--- config.mk ---
export PLATFORM = sky130hd
export DESIGN_NAME = load_store_unit
export DESIGN_NICKNAME = d
export VERILOG_FILES = /design/src/rtl/lsu_pkg.sv /design/src/rtl/load_extend.sv /design/src/rtl/load_store_unit.sv
export SDC_FILE = /design/constraint.sdc
export NUM_CORES = 1
export LEC_CHECK = 0
export BUFFER_PORTS_ARGS = -buffer_cell sky130_fd_sc_hd__buf_2
export CORE_MARGIN = 2
export CORE_UTILIZATION = 25
export CTS_BUF_LIST = sky130_fd_sc_hd__clkbuf_8
export DETAILED_ROUTE_END_ITERATION = 16
export GPL_ROUTABILITY_DRIVEN = 0
export HOLD_SLACK_MARGIN = 0.06
export MAX_ROUTING_LAYER = met4
export PLACE_DENSITY_LB_ADDON = 0.3
export SYNTH_ARGS = -nofsm -noshare
export SYNTH_HDL_FRONTEND = slang
export SYNTH_SLANG_ARGS = --single-unit
--- constraint.sdc ---
create_clock -name clk -period 7.7 [get_ports clk]
set_input_delay 1.155 -clock clk [delete_from_list [all_inputs] [get_ports clk]]
set_output_delay 1.155 -clock clk [all_outputs]
set_load 0.01 [all_outputs]
--- src/rtl/lsu_pkg.sv ---
// Shared types for the load/store unit: access-size encoding, FSM states and
// the byte-count helper used when a request is accepted.
package lsu_pkg;

  // Access size, matching the memory's write-command encoding.
  typedef enum logic [1:0] {
    SZ_BYTE = 2'b00,
    SZ_HALF = 2'b01,
    SZ_WORD = 2'b10,
    SZ_ILL  = 2'b11
  } size_t;

  typedef enum logic [1:0] {
    IDLE   = 2'd0,
    ACCESS = 2'd1,
    RESP   = 2'd2
  } lsu_state_t;

  // Number of bytes in an access minus one; this is the final byte index.
  function automatic logic [1:0] nbytes_m1(input size_t size);
    case (size)
      SZ_BYTE: nbytes_m1 = 2'd0;
      SZ_HALF: nbytes_m1 = 2'd1;
      SZ_WORD: nbytes_m1 = 2'd3;
      default: nbytes_m1 = 2'd0;
    endcase
  endfunction

endpackage

--- src/rtl/load_extend.sv ---
// Load result extension: picks the low 1/2/4 bytes of the assembled load
// buffer and sign- or zero-extends them to 32 bits. Purely combinational so
// it can be reused in the writeback stage.
module load_extend
  import lsu_pkg::*;
(
  input  logic [31:0] ld_buf,
  input  size_t       size,
  input  logic        uns,
  output logic [31:0] rdata
);

  logic ext_byte_s;
  logic ext_half_s;

  // Fill bit is the top bit of the loaded quantity unless zero-extending.
  always_comb begin
    ext_byte_s = uns ? 1'b0 : ld_buf[7];
    ext_half_s = uns ? 1'b0 : ld_buf[15];
  end

  // Select the loaded width and extend.
  always_comb begin
    case (size)
      SZ_BYTE: rdata = {{24{ext_byte_s}}, ld_buf[7:0]};
      SZ_HALF: rdata = {{16{ext_half_s}}, ld_buf[15:0]};
      SZ_WORD: rdata = ld_buf;
      default: rdata = 32'd0;
    endcase
  end

endmodule

--- src/rtl/load_store_unit.sv ---
// Load/store unit: takes one core request at a time and serialises it into
// little-endian byte transactions on a req/ack memory port, so memories with
// arbitrary wait states are supported. Load bytes are collected in a buffer
// and extended by load_extend when the last byte arrives.
// Optional build macro MISALIGN_TRAP_EN: misaligned half/word requests return
// resp_err without touching memory instead of being performed byte-by-byte.
module load_store_unit
  import lsu_pkg::*;
#(
  parameter int ADDR_W = 32,
  parameter int XLEN   = 32
) (
  input  logic              clk,
  input  logic              reset,
  input  logic              req_valid,
  output logic              req_ready,
  input  logic              req_we,
  input  logic [1:0]        req_size,
  input  logic              req_unsigned,
  input  logic [ADDR_W-1:0] req_addr,
  input  logic [XLEN-1:0]   req_wdata,
  output logic              resp_valid,
  input  logic              resp_ready,
  output logic [XLEN-1:0]   resp_rdata,
  output logic              resp_err,
  output logic              mem_req,
  output logic              mem_we,
  output logic [ADDR_W-1:0] mem_addr,
  output logic [7:0]        mem_wdata,
  input  logic [7:0]        mem_rdata,
  input  logic              mem_ack
);

  lsu_state_t        state_r;
  logic              we_r;
  size_t             size_r;
  logic              uns_r;
  logic [ADDR_W-1:0] base_r;
  logic [XLEN-1:0]   wdata_r;
  logic [1:0]        idx_r;
  logic [1:0]        last_r;
  logic [XLEN-1:0]   buf_r;

  logic              req_ready_r;
  logic              resp_valid_r;
  logic [XLEN-1:0]   resp_rdata_r;
  logic              resp_err_r;
  logic              mem_req_r;
  logic              mem_we_r;
  logic [ADDR_W-1:0] mem_addr_r;
  logic [7:0]        mem_wdata_r;

  logic              misalign_s;
  logic              req_bad_s;
  logic [1:0]        idx_inc_s;
  logic [XLEN-1:0]   buf_nxt_s;
  logic [XLEN-1:0]   ext_s;

`ifdef MISALIGN_TRAP_EN
  assign misalign_s = ((req_size == 2'b01) && (req_addr[0] != 1'b0)) ||
                      ((req_size == 2'b10) && (req_addr[1:0] != 2'b00));
`else
  assign misalign_s = 1'b0;
`endif

  // Requests that complete with an error and never reach memory.
  always_comb begin
    req_bad_s = (req_size == 2'b11) || misalign_s;
    idx_inc_s = idx_r + 2'd1;
  end

  // Load buffer including the byte being acknowledged this cycle, so the
  // final byte is visible to the extender on the same edge it is captured.
  always_comb begin
    buf_nxt_s = buf_r;
    if (mem_req_r && mem_ack && !we_r) begin
      buf_nxt_s[{idx_r, 3'b000} +: 8] = mem_rdata;
    end else begin
      buf_nxt_s = buf_r;
    end
  end

  load_extend u_load_extend (
    .ld_buf (buf_nxt_s),
    .size   (size_r),
    .uns    (uns_r),
    .rdata  (ext_s)
  );

  // Request / access / response FSM with all outputs registered.
  always_ff @(posedge clk or posedge reset) begin
    if (reset) begin
      state_r      <= IDLE;
      we_r         <= 1'b0;
      size_r       <= SZ_BYTE;
      uns_r        <= 1'b0;
      base_r       <= '0;
      wdata_r      <= '0;
      idx_r        <= 2'd0;
      last_r       <= 2'd0;
      buf_r        <= '0;
      req_ready_r  <= 1'b1;
      resp_valid_r <= 1'b0;
      resp_rdata_r <= '0;
      resp_err_r   <= 1'b0;
      mem_req_r    <= 1'b0;
      mem_we_r     <= 1'b0;
      mem_addr_r   <= '0;
      mem_wdata_r  <= 8'd0;
    end else begin
      case (state_r)
        IDLE: begin
          if (req_valid && req_ready_r) begin
            we_r        <= req_we;
            size_r      <= size_t'(req_size);
            uns_r       <= req_unsigned;
            base_r      <= req_addr;
            wdata_r     <= req_wdata;
            idx_r       <= 2'd0;
            buf_r       <= '0;
            req_ready_r <= 1'b0;
            if (req_bad_s) begin
              state_r      <= RESP;
              resp_valid_r <= 1'b1;
              resp_err_r   <= 1'b1;
              resp_rdata_r <= '0;
            end else begin
              state_r     <= ACCESS;
              last_r      <= nbytes_m1(size_t'(req_size));
              mem_req_r   <= 1'b1;
              mem_we_r    <= req_we;
              mem_addr_r  <= req_addr;
              mem_wdata_r <= req_wdata[7:0];
            end
          end
        end
        ACCESS: begin
          // Without an ack every mem_* register simply holds its value.
          if (mem_ack) begin
            buf_r <= buf_nxt_s;
            if (idx_r == last_r) begin
              state_r      <= RESP;
              mem_req_r    <= 1'b0;
              mem_we_r     <= 1'b0;
              resp_valid_r <= 1'b1;
              resp_err_r   <= 1'b0;
              resp_rdata_r <= we_r ? '0 : ext_s;
            end else begin
              idx_r       <= idx_inc_s;
              mem_addr_r  <= base_r + ADDR_W'(idx_inc_s);
              mem_wdata_r <= wdata_r[{idx_inc_s, 3'b000} +: 8];
            end
          end
        end
        RESP: begin
          if (resp_ready) begin
            state_r      <= IDLE;
            resp_valid_r <= 1'b0;
            resp_err_r   <= 1'b0;
            resp_rdata_r <= '0;
            req_ready_r  <= 1'b1;
          end
        end
        default: begin
          state_r      <= IDLE;
          req_ready_r  <= 1'b1;
          resp_valid_r <= 1'b0;
          resp_err_r   <= 1'b0;
          resp_rdata_r <= '0;
          mem_req_r    <= 1'b0;
          mem_we_r     <= 1'b0;
        end
      endcase
    end
  end

  assign req_ready  = req_ready_r;
  assign resp_valid = resp_valid_r;
  assign resp_rdata = resp_rdata_r;
  assign resp_err   = resp_err_r;
  assign mem_req    = mem_req_r;
  assign mem_we     = mem_we_r;
  assign mem_addr   = mem_addr_r;
  assign mem_wdata  = mem_wdata_r;

endmodule

==> impl_metrics.py, run 1 <==
metrics = {
    "yosys": {
        "muxShareOfSynthArea_pct": 4.347,
        "seq_area_frac_synth_pct": 50.84,
        "post_synth_fa_ha_maj_area_fraction_pct": 1.472,
        "count_of_distinct_cell_types_in_the_synthesized_netlist": 68,
        "yosys.area_share.simple_pct": 21.96,
        "synth-xor-area-share_pct": 2.819,
        "synth_warnings": 0,
        "synth_compound_area_share_pct": 15.18,
        "syn_inst": 936,
        "netlist_area_sq_mm": 0.009010,
        "synth_flop_cell": "dfrtp_1",
        "number_of_synthesized_flops_with_an_enable_pin": 0,
        "register_bit_count_reported_by_yosys": 183,
        "syn_area_per_cell_sq_um": 9.626,
        "largest_family_of_logic_cells_by_synthesized_area": "simple AND/OR/NAND/NOR gates",
        "synth.net_count": 1027,
        "asyncSetResetFlopFracSynth_pct": 100.0,
    },
    "die": {
        "floorplan.initialDensity_pct": 25.33,
        "design.die.area_sq_mm": 0.03757,
        "core_area_sq_mm": 0.03557,
        "fp-row-count": 69,
        "die_height_um": 193.8,
        "io_pins": 158,
        "floorplan.die.width_um": 193.8,
    },
    "setup_path": {
        "r2r_cells": 8,
        "crit_family": "adder cells",
        "timing.critical_path.slowest_stage_cell": "ha_1",
        "worstPathCellList": "inv_1 > ha_1 > fa_1 > nand3_1 > or4_4 > nor3_1 > xnor2_1 > o221ai_1",
        "worst-path-buf-inv": 1,
        "worst_path_maximum_fanout": 17,
        "worstSetupPathType": "reg2reg",
        "data_arrival_critical_path_ns": 3.70,
        "r2r-end": "mem_addr[24]$_DFFE_PP0P_",
        "setup_crit_end_kind": "flop",
        "critical_path.reg2reg.startpoint": "idx_r[1]$_DFFE_PP0P_",
        "regToRegSetupSlack_ns": 4.33,
        "start_kind": "flop",
        "cp_data_required_time_ns": 8.03,
        "crit_path_max_incr_delay_ns": 0.85,
    },
    "final_layout": {
        "fraction_of_final_layout_cells_with_drive_strength_greater_than_1_pct": 21.28,
        "finalNonFillerCells": 1547,
        "design_area_sq_mm": 0.01061,
        "final_common_cell": "nand2_1",
        "layout_common_cells": "284 x nand2_1, 182 x dfrtp_1, 157 x buf_2",
        "final_net_count": 1159,
        "post_synthesis_to_final_layout_area_growth_pct": 17.78,
    },
    "detailed_routing": {
        "route.met2.wl_mm": 12.29,
        "drt_first_pass_iters": 5,
        "route.final.wire_length_mm": 26.54,
        "met1_routed_length_mm": 12.64,
        "post_route_ant_nets": 0,
        "detailroute.wirelength.met3_mm": 1.100,
        "overall_via_count_from_detail_route": 7261,
        "wl_per_cell_um": 17.15,
        "route.top_layer_used": "met4",
        "post_drt_via_cell_ratio": 4.694,
        "number_of_violations_reported_at_the_end_of_detailed_routing_iteration_0": 485,
        "drc_errors": 0,
    },
    "timing": {
        "relSlewSlack_pct": 34.94,
        "layout_setup_ws_ns": 4.331,
        "tightestPinTransition_ns": 0.9670,
        "rsz_0062_raised_after_global_routing": "no",
        "final_period_minus_worst_setup_slack_ns": 3.369,
        "fmaxAchievable_mhz": 296.9,
        "report.final.hold_viol_count": 0,
        "fin_setup_tns_ns": 0,
        "period_utilisation_layout_pct": 43.75,
        "skew_ns": 0.01800,
        "drv_slew": 0,
        "setup_violations": 0,
    },
    "pwr": {
        "post-layout-total-power_w": 0.003625,
        "cellLeakagePower_nw": 5.104,
        "pwr_density_cell_mw_per_mm2": 341.6,
        "vdd.ir_drop.worst_uv": 203.4,
    },
    "grt": {
        "grt-ovfl-total": 0,
        "total_track_usage_pct": 14.75,
        "antenna_found_initial": 4,
        "via_count_of_the_first_global_routing_pass": 7181,
        "grt_max_degree": 111,
        "wire_length_of_the_first_global_routing_pass_mm": 42.39,
    },
    "worst_hold_path": {
        "hold-path-cell-count": 2,
        "hold_start": "wdata_r[26]$_DFFE_PP0P_",
        "whs_endpoint": "wdata_r[26]$_DFFE_PP0P_",
        "worstHoldPathType": "reg2reg",
    },
    "placed_design": {
        "dpl_worst_slack_ns": 4.304,
        "placed_cell_area_sq_mm": 0.01022,
        "portBuffers": 157,
        "place.detailed.instances": 1510,
        "post-dp-hpwl_mm": 18.58,
    },
    "cts": {
        "cts.hold.buffers_added": 0,
        "tritoncts.num_buffers": 17,
        "clock_tree.buffer_depth": 2,
        "clkSinkCount": 183,
        "cts.clk_slew.worst_paths_ns": 0.11,
        "ctsResizeCount": 0,
        "clock_tree_from_tritoncts": "yes",
        "number_of_levels_the_h_tree_was_split_into": 4,
        "postCtsSetupBuffers": 0,
        "clk_latency_ns": 0.48,
        "root_buffer": "clkbuf_8",
    },
    "status": {
        "outcome": "finished, final reports clean",
    },
    "job": {
        "drv_cap": 0,
    },
}
-- where the power goes --
part | internal [W] | leakage (nW) | total [W] | switching (W)
Sequential | 0.00128 | 2.39 | 0.00157 | 0.000289
Clock | 0.000277 | 0.192 | 0.000655 | 0.000378
Combinational | 0.000557 | 2.52 | 0.00140 | 0.000847
Total | 0.00211 | 5.10 | 0.00362 | 0.00151
-- synth_stat cells (4+ instances only) --
master | number | share of area (%)
mux4_2 | 8 | 2.0
nand4_1 | 9 | 0.62
nor4_1 | 9 | 0.62
nand3_1 | 13 | 0.72
clkbuf_1 | 38 | 1.6
o21ai_0 | 53 | 2.9
xor2_1 | 11 | 1.1
buf_2 | 8 | 0.44
nand2b_1 | 7 | 0.49
nor2_1 | 22 | 0.92
and2_1 | 11 | 0.76
dfrtp_1 | 182 | 51
and3_1 | 18 | 1.2
o221ai_1 | 7 | 0.68
a21oi_1 | 31 | 1.7
inv_1 | 15 | 0.62
ha_1 | 9 | 1.2
a31oi_1 | 8 | 0.56
a22o_1 | 44 | 4.3
a22oi_1 | 8 | 0.67
nor4_4 | 4 | 0.94
o211ai_1 | 18 | 1.5
a21o_1 | 4 | 0.33
xnor2_1 | 18 | 1.7
a32o_1 | 6 | 0.67
nand2_1 | 284 | 12
or3_1 | 5 | 0.35
nor3_1 | 11 | 0.61
mux2i_1 | 20 | 2.2
-- tightest hold or removal path: stages (launching register included) --
cell,delay (ns)
dfrtp_1,0.35
nand2_1,0.05
nand2_1,0.05
-- state kept, by name (all words and copies together), names as in the netlist --
name        count
base_r         32
buf_r          32
mem_addr       32
resp_rdata     32
wdata_r        32
mem_wdata       8
idx_r           2
last_r          2
size_r          2
state_r         2
mem_req         1
mem_we          1
req_ready       1
resp_err        1
resp_valid      1
uns_r           1
we_r            1
-- metrics by stage --
stage	hold slack (ns)	utilization, %
after floorplan	0.4403	-
after global placement	0.4556	28.72
after detailed placement	0.4579	28.72
after CTS	0.4825	29.80
after global routing	0.5055	29.83
final	0.4806	29.83
-- how the worst max path moves through the flow --
stage                                     from                       end  slack, ns  cells past startpoint
after floorplan                          reset     base_r[0]$_DFFE_PP0P_       1.57                      1
after detailed placement  idx_r[1]$_DFFE_PP0P_  mem_addr[24]$_DFFE_PP0P_       4.30                      8
after global routing      idx_r[1]$_DFFE_PP0P_  mem_addr[31]$_DFFE_PP0P_       4.11                      8
final                     idx_r[1]$_DFFE_PP0P_  mem_addr[24]$_DFFE_PP0P_       4.33                      8
after CTS                 idx_r[1]$_DFFE_PP0P_  mem_addr[17]$_DFFE_PP0P_       4.30                      8
after global placement    idx_r[1]$_DFFE_PP0P_  mem_addr[24]$_DFFE_PP0P_       4.37                      8
-- layout make-up --
type / count / area (sq um)
antenna: 5 / 12.51
clock buffer: 19 / 261.5
clock inverter: 13 / 121.4
fill: 3819 / 24960
inverter: 15 / 63.81
multi-input combinational: 686 / 4149
sequential: 183 / 4581
tap: 461 / 576.8
timing repair buffer: 165 / 845.8
-- logic make-up after synthesis --
| family | after synthesis |
|---|---|
| buf+inv | 67 |
| flops | 183 |
| fa+ha+maj | 10 |
| xor+xnor | 29 |
| simple gates | 419 |
| compound gates | 199 |
| mux | 29 |
-- metal layers --
metal	vias to the layer above	GRT usage, %
met5	-	-
met4	0	4.602
met3	24	3.201
met2	149	22.58
met1	3529	19.50
li1	3559	-
Note: power is estimated with default switching activity, not from simulation.
==> inputs of run 2 (changes only) <==
==> constraint.sdc (replaced) <==
create_clock -name clk -period 3.45 [get_ports clk]
set_input_delay 0.5175 -clock clk [delete_from_list [all_inputs] [get_ports clk]]
set_output_delay 0.5175 -clock clk [all_outputs]
set_load 0.01 [all_outputs]
==> run 2 against run 1 <==
- critical endpoint is now mem_addr[21]$_DFFE_PP0P_
- global-route usage is 0.31 points higher
- highest routed layer unchanged
- register-to-register slack got worse by 3.7 ns
- via count up 1.5%
- critical path depth unchanged
- sequential share of layout area decreased by 0.82 points
- fmax rose by 21%
- core utilization grew 0.58 points
==> impl_metrics.py, run 2 (synthesis results as in run 1) <==
metrics = {
    "cts": {
        "cts.hold.buffers_added": 0,
        "ctsResizeCount": 0,
        "cts.clk_slew.worst_paths_ns": 0.10,
        "tritoncts.num_buffers": 17,
        "postCtsSetupBuffers": 0,
        "clkSinkCount": 183,
        "clk_latency_ns": 0.49,
        "root_buffer": "clkbuf_8",
        "clock_tree_from_tritoncts": "yes",
        "clock_tree.buffer_depth": 2,
        "number_of_levels_the_h_tree_was_split_into": 4,
    },
    "setup_path": {
        "regToRegSetupSlack_ns": 0.67,
        "cp_data_required_time_ns": 3.82,
        "worst_setup_path_endpoint": "mem_addr[21]$_DFFE_PP0P_",
        "critical_path.reg2reg.startpoint": "idx_r[1]$_DFFE_PP0P_",
        "worstSetupPathType": "reg2reg",
        "critPathLaunch": "idx_r[1]$_DFFE_PP0P_",
        "start_kind": "flop",
        "r2r_cells": 8,
        "worst_path_maximum_fanout": 6,
        "r2r-end": "mem_addr[21]$_DFFE_PP0P_",
        "data_arrival_critical_path_ns": 3.16,
        "setup_crit_end_kind": "flop",
    },
    "timing": {
        "final_period_minus_worst_setup_slack_ns": 2.784,
        "hold_ws_ns": 0.1989,
        "setup_violations": 0,
        "fin_setup_tns_ns": 0,
        "report.final.hold_viol_count": 0,
        "rsz_0062_raised_after_global_routing": "no",
        "tightestPinTransition_ns": 1.047,
        "skew_ns": 0.01754,
        "period_utilisation_layout_pct": 80.70,
        "layout_setup_ws_ns": 0.6658,
        "relSlewSlack_pct": 29.94,
        "fmaxAchievable_mhz": 359.2,
        "drv_slew": 0,
    },
    "detailed_routing": {
        "overall_via_count_from_detail_route": 7369,
        "number_of_violations_reported_at_the_end_of_detailed_routing_iteration_0": 455,
        "post_route_ant_nets": 0,
        "post_drt_via_cell_ratio": 4.718,
        "route.final.wire_length_mm": 26.87,
        "drc_errors": 0,
        "wl_per_cell_um": 17.20,
        "drt_first_pass_iters": 5,
    },
    "placed_design": {
        "portBuffers": 157,
        "placed_cell_area_sq_mm": 0.01040,
        "post-dp-hpwl_mm": 19.44,
        "dpl_worst_slack_ns": 0.6587,
    },
    "status": {
        "outcome": "finished, final reports clean",
    },
    "final_layout": {
        "post_synthesis_to_final_layout_area_growth_pct": 20.05,
        "multi_input_comb_area_sq_mm": 0.004149,
        "layout_common_cells": "284 x nand2_1, 182 x dfrtp_1, 157 x buf_2",
        "final_net_count": 1177,
        "fillers": 3781,
        "fraction_of_final_layout_cells_with_drive_strength_greater_than_1_pct": 22.40,
        "design_area_sq_mm": 0.01082,
        "layout.area.seq_sq_mm": 0.004581,
        "final_common_cell": "nand2_1",
    },
    "die": {
        "design.die.area_sq_mm": 0.03757,
        "core_area_sq_mm": 0.03557,
        "floorplan.initialDensity_pct": 25.33,
        "floorplan.die.width_um": 193.8,
        "fp-row-count": 69,
        "die_height_um": 193.8,
        "io_pins": 158,
    },
    "grt": {
        "grt_max_degree": 49,
        "grt-ovfl-total": 0,
        "via_count_of_the_first_global_routing_pass": 7430,
        "wire_length_of_the_first_global_routing_pass_mm": 43.10,
        "total_track_usage_pct": 15.05,
        "antenna_found_initial": 3,
    },
    "worst_hold_path": {
        "worstHoldPathType": "in2async",
    },
    "pwr": {
        "pwr_density_cell_mw_per_mm2": 767.2,
        "cellLeakagePower_nw": 5.229,
        "vdd.ir_drop.worst_uv": 321.8,
    },
    "job": {
        "drv_cap": 0,
    },
}
-- run 2: per-stage QoR --
| step | total power (W) | util, % | cells |
|---|---|---|---|
| finish | 0.008299 | 30.41 | 1562 |
| global placement | 0.006820 | 29.23 | 1528 |
| global route | 0.009011 | 30.41 | 1562 |
| CTS | 0.008449 | 30.39 | 1559 |
| detailed placement | 0.006842 | 29.23 | 1528 |
| floorplan | 0.005631 | - | 936 |
-- run 2: where the power goes --
part	total, W	internal, W	switching [W]
combinational	0.00328	0.00133	0.00195
clock	0.00156	0.000751	0.000808
sequential	0.00346	0.00285	0.000611
-- run 2: worst min-delay path by stage --
stage	slack, ns	depth (start not counted)	endpoint
floorplan	0.44	2	wdata_r[24]$_DFFE_PP0P_
global placement	0.45	2	wdata_r[14]$_DFFE_PP0P_
detailed placement	0.46	2	wdata_r[7]$_DFFE_PP0P_
CTS	0.17	3	wdata_r[29]$_DFFE_PP0P_
global route	0.18	3	wdata_r[8]$_DFFE_PP0P_
finish	0.20	2	resp_rdata[16]$_DFFE_PP0P_
-- run 2: cell type report --
type	count	share of cell area [%]
antenna	3	0.06940
clock buffer	19	2.418
clock inverter	12	1.388
inverter	15	0.5552
multi-input combinational	686	38.36
sequential	183	42.35
tap	461	5.333
timing repair buffer	183	9.532
-- run 2: worst max-delay path: stages (launching register included) --
cell and delay, ns:
dfrtp_1 0.47, inv_1 0.12, ha_1 0.38, ha_1 0.33, a21oi_1 0.14, or4_4 0.65
nor2_1 0.20, nand4_1 0.11, a32o_1 0.28
-- run 2: routing by layer --
| metal | track usage (%) | up-vias | part of all wire (%) |
|---|---|---|---|
| met4 | 4.489 | 0 | 1.7 |
| met1 | 20.44 | 3580 | 48 |
| met3 | 3.618 | 28 | 4.7 |
| met2 | 22.25 | 183 | 46 |
| li1 | - | 3578 | - |
| met5 | - | - | 0 |
==> inputs of run 3 (changes only) <==
--- a/config.mk
+++ b/config.mk
@@ -5,6 +5,7 @@
 export SDC_FILE = /design/constraint.sdc
 export NUM_CORES = 1
 export LEC_CHECK = 0
+export ABC_AREA = 1
 export BUFFER_PORTS_ARGS = -buffer_cell sky130_fd_sc_hd__buf_2
 export CORE_MARGIN = 2
 export CORE_UTILIZATION = 25
==> constraint.sdc (replaced) <==
create_clock -name clk -period 2.7 [get_ports clk]
set_input_delay 0.405 -clock clk [delete_from_list [all_inputs] [get_ports clk]]
set_output_delay 0.405 -clock clk [all_outputs]
set_load 0.01 [all_outputs]
==> run 3 against run 2 <==
- routed wire length up 13%
- final area up 4.5%
- clock power up 29%
- non-clock buffer count down 7
- die area up 6.1%
- fmax up 16%
- synthesized cell count up 39%
- combinational power down 95%
- register-to-register slack worse by 0.37 ns
- area after synthesis up 6.2%
- sequential cell count unchanged
- clock skew up 0.0078 ns
==> impl_metrics.py, run 3 <==
metrics = {
    "pwr": {
        "post-layout-total-power_w": 0.004930,
        "cellLeakagePower_nw": 6.173,
        "vdd.ir_drop.worst_uv": 256.5,
        "pwr_density_cell_mw_per_mm2": 436.1,
    },
    "placed_design": {
        "portBuffers": 157,
        "post-dp-hpwl_mm": 22.56,
    },
    "yosys": {
        "netlist_area_sq_mm": 0.009567,
        "asyncSetResetFlopFracSynth_pct": 100.0,
        "netlist.top_cell.by_area": "dfrtp_1",
        "synth.most_common_cell": "nand2_1",
        "synth.net_count": 1393,
        "count_of_distinct_cell_types_in_the_synthesized_netlist": 34,
        "netlist_top_cells_count": "557 x nand2_1, 182 x dfrtp_1, 115 x nor2_1, 109 x nand3_1, 86 x o21ai_0",
        "number_of_synthesized_flops_with_an_enable_pin": 0,
        "syn_inst": 1302,
        "netlist.area_leader.share_pct": 47.61,
        "yosys-top-cells-area": "dfrtp_1 48%, nand2_1 22%, nand3_1 5.7%, nor2_1 4.5%, o21ai_0 4.5%",
        "synth_warnings": 0,
        "register_bit_count_reported_by_yosys": 183,
        "synth_flop_cell": "dfrtp_1",
        "syn_area_per_cell_sq_um": 7.348,
        "seq_area_frac_synth_pct": 47.88,
    },
    "cts": {
        "cts.clk_slew.worst_paths_ns": 0.11,
        "clock_tree_from_tritoncts": "yes",
        "tritoncts.num_buffers": 17,
        "root_buffer": "clkbuf_8",
        "clock_tree.buffer_depth": 2,
        "clkSinkCount": 183,
        "number_of_levels_the_h_tree_was_split_into": 4,
        "clk_latency_ns": 0.51,
    },
    "grt": {
        "wire_length_of_the_first_global_routing_pass_mm": 48.17,
        "total_track_usage_pct": 16.28,
        "antenna_found_initial": 0,
        "grt_max_degree": 77,
        "via_count_of_the_first_global_routing_pass": 8644,
        "grt-ovfl-total": 0,
    },
    "detailed_routing": {
        "number_of_violations_reported_at_the_end_of_detailed_routing_iteration_0": 480,
        "post_drt_via_cell_ratio": 4.510,
        "route.final.wire_length_mm": 30.42,
        "post_route_ant_nets": 0,
        "drc_errors": 0,
        "wl_per_cell_um": 15.49,
        "overall_via_count_from_detail_route": 8857,
        "drt_first_pass_iters": 6,
    },
    "final_layout": {
        "final_net_count": 1534,
        "n_antenna_cell": 0,
        "post_synthesis_to_final_layout_area_growth_pct": 18.17,
        "fraction_of_final_layout_cells_with_drive_strength_greater_than_1_pct": 16.17,
        "fillers": 4217,
        "final_common_cell": "nand2_1",
        "layout_common_cells": "557 x nand2_1, 182 x dfrtp_1, 157 x buf_2",
    },
    "job": {
        "drv_cap": 0,
    },
    "timing": {
        "final_period_minus_worst_setup_slack_ns": 2.409,
        "relSlewSlack_pct": 58.21,
        "skew_ns": 0.02532,
        "setup_violations": 0,
        "period_utilisation_layout_pct": 89.22,
        "fin_setup_tns_ns": 0,
        "report.final.hold_viol_count": 0,
        "fmaxAchievable_mhz": 415.1,
        "hold_ws_ns": 0.1064,
        "rsz_0062_raised_after_global_routing": "no",
        "drv_slew": 0,
        "tightestPinTransition_ns": 0.6248,
    },
    "setup_path": {
        "critical_path.reg2reg.startpoint": "idx_r[1]$_DFFE_PP0P_",
        "critPathLaunch": "idx_r[1]$_DFFE_PP0P_",
        "worstSetupPathType": "reg2reg",
        "worst_path_maximum_fanout": 7,
        "cp_data_required_time_ns": 3.08,
        "start_kind": "flop",
        "data_arrival_critical_path_ns": 2.79,
        "setup_crit_end_kind": "flop",
    },
    "worst_hold_path": {
        "worstHoldPathType": "in2reg",
        "hold_start": "req_wdata[26]",
    },
    "die": {
        "floorplan.die.width_um": 199.6,
        "floorplan.initialDensity_pct": 25.40,
        "design.die.area_sq_mm": 0.03985,
        "io_pins": 158,
        "core_area_sq_mm": 0.03767,
        "fp-row-count": 71,
        "die_height_um": 199.6,
    },
    "status": {
        "outcome": "finished, final reports clean",
    },
}
-- run 3: cell count changes in the layout (fill, tap and decap cells not counted), sizes merged, moves of 12 or more --
cell   delta
nand2   +282
nor2     +99
nand3    +94
inv      +72
o21ai    +40
a22o     -23
mux2i    -20
and3     -19
xnor2    -15
nor4     -13
and2     -12
-- run 3: worst paths after layout --
path | slack, ns | cells past startpoint | endpoint
min in group asynchronous | 0.38 | 3 | resp_rdata[11]$_DFFE_PP0P_
worst max register to register | 0.29 | 12 | mem_addr[29]$_DFFE_PP0P_
worst min register to register | 0.48 | 2 | wdata_r[25]$_DFFE_PP0P_
max in group asynchronous | 1.66 | 4 | mem_wdata[6]$_DFFE_PP0P_
worst max-delay path | 0.29 | 12 | mem_addr[29]$_DFFE_PP0P_
worst min-delay path | 0.11 | 3 | wdata_r[26]$_DFFE_PP0P_
-- run 3: worst max-delay path, stage by stage, from the launching register on --
cell	delay (ns)
dfrtp_1	0.43
inv_1	0.12
ha_1	0.34
ha_1	0.29
nand3_1	0.06
nand2_1	0.20
nand2_1	0.19
nor2_1	0.29
nand2_1	0.09
nand2_1	0.07
nand3_1	0.06
nand2_1	0.08
nand2_1	0.05
-- run 3: layout make-up --
class                           count  area (sq um)  share of cell area (%)
Clock buffer                       18         247.7                   2.191
Clock inverter                     11         151.4                   1.339
Inverter                           90         341.6                   3.022
Multi-Input combinational cell    975          4350                   38.48
Sequential cell                   183          4581                   40.52
Tap cell                          511         639.4                   5.656
Timing Repair Buffer              176         993.5                   8.788
-- run 3: kinds of logic after synthesis --
kind of cell	synth area share, %
AND/OR/NAND/NOR	33.99
flip-flops	47.88
AO/OA/AOI/OAI	9.286
buffers and inverters	6.696
adder cells (fa/ha/maj)	1.386
XOR/XNOR	0.6409
multiplexers	0.1177
-- run 3: layer usage --
| layer | vias up | track usage (%) | routed length, um |
|---|---|---|---|
| met3 | 22 | 3.190 | 1483 |
| met4 | 0 | 3.429 | 358 |
| met5 | - | - | 0 |
| met1 | 4227 | 21.14 | 14010 |
| li1 | 4394 | - | - |
| met2 | 214 | 26.38 | 14570 |
-- run 3: what timing repair did --
item | CTS | global route
hold buffers | 1 | 0
hold endpoints to repair | 1 | 0
gates resized for setup | 0 | 0
setup buffers | 0 | 0
-- run 3: metrics by stage --
stage               instance area [sq um]  utilization (%)  setup WS [ns]  std cells
floorplan                            9570                -       -0.05473       1302
CTS                                 11300            30.01         0.2745       1964
finish                              11300            30.01         0.2910       1964
global route                        11300            30.01        0.05055       1964
global placement                    10900            28.93         0.4274       1934
detailed placement                  10900            28.93         0.3155       1934
-- run 3: where the power goes --
group          internal [W]  switching (W)  leakage, nW
Combinational     0.0000619       0.000118         3.62
Clock              0.000929        0.00108        0.189
Sequential          0.00274              0         2.36
Total               0.00373        0.00120         6.17
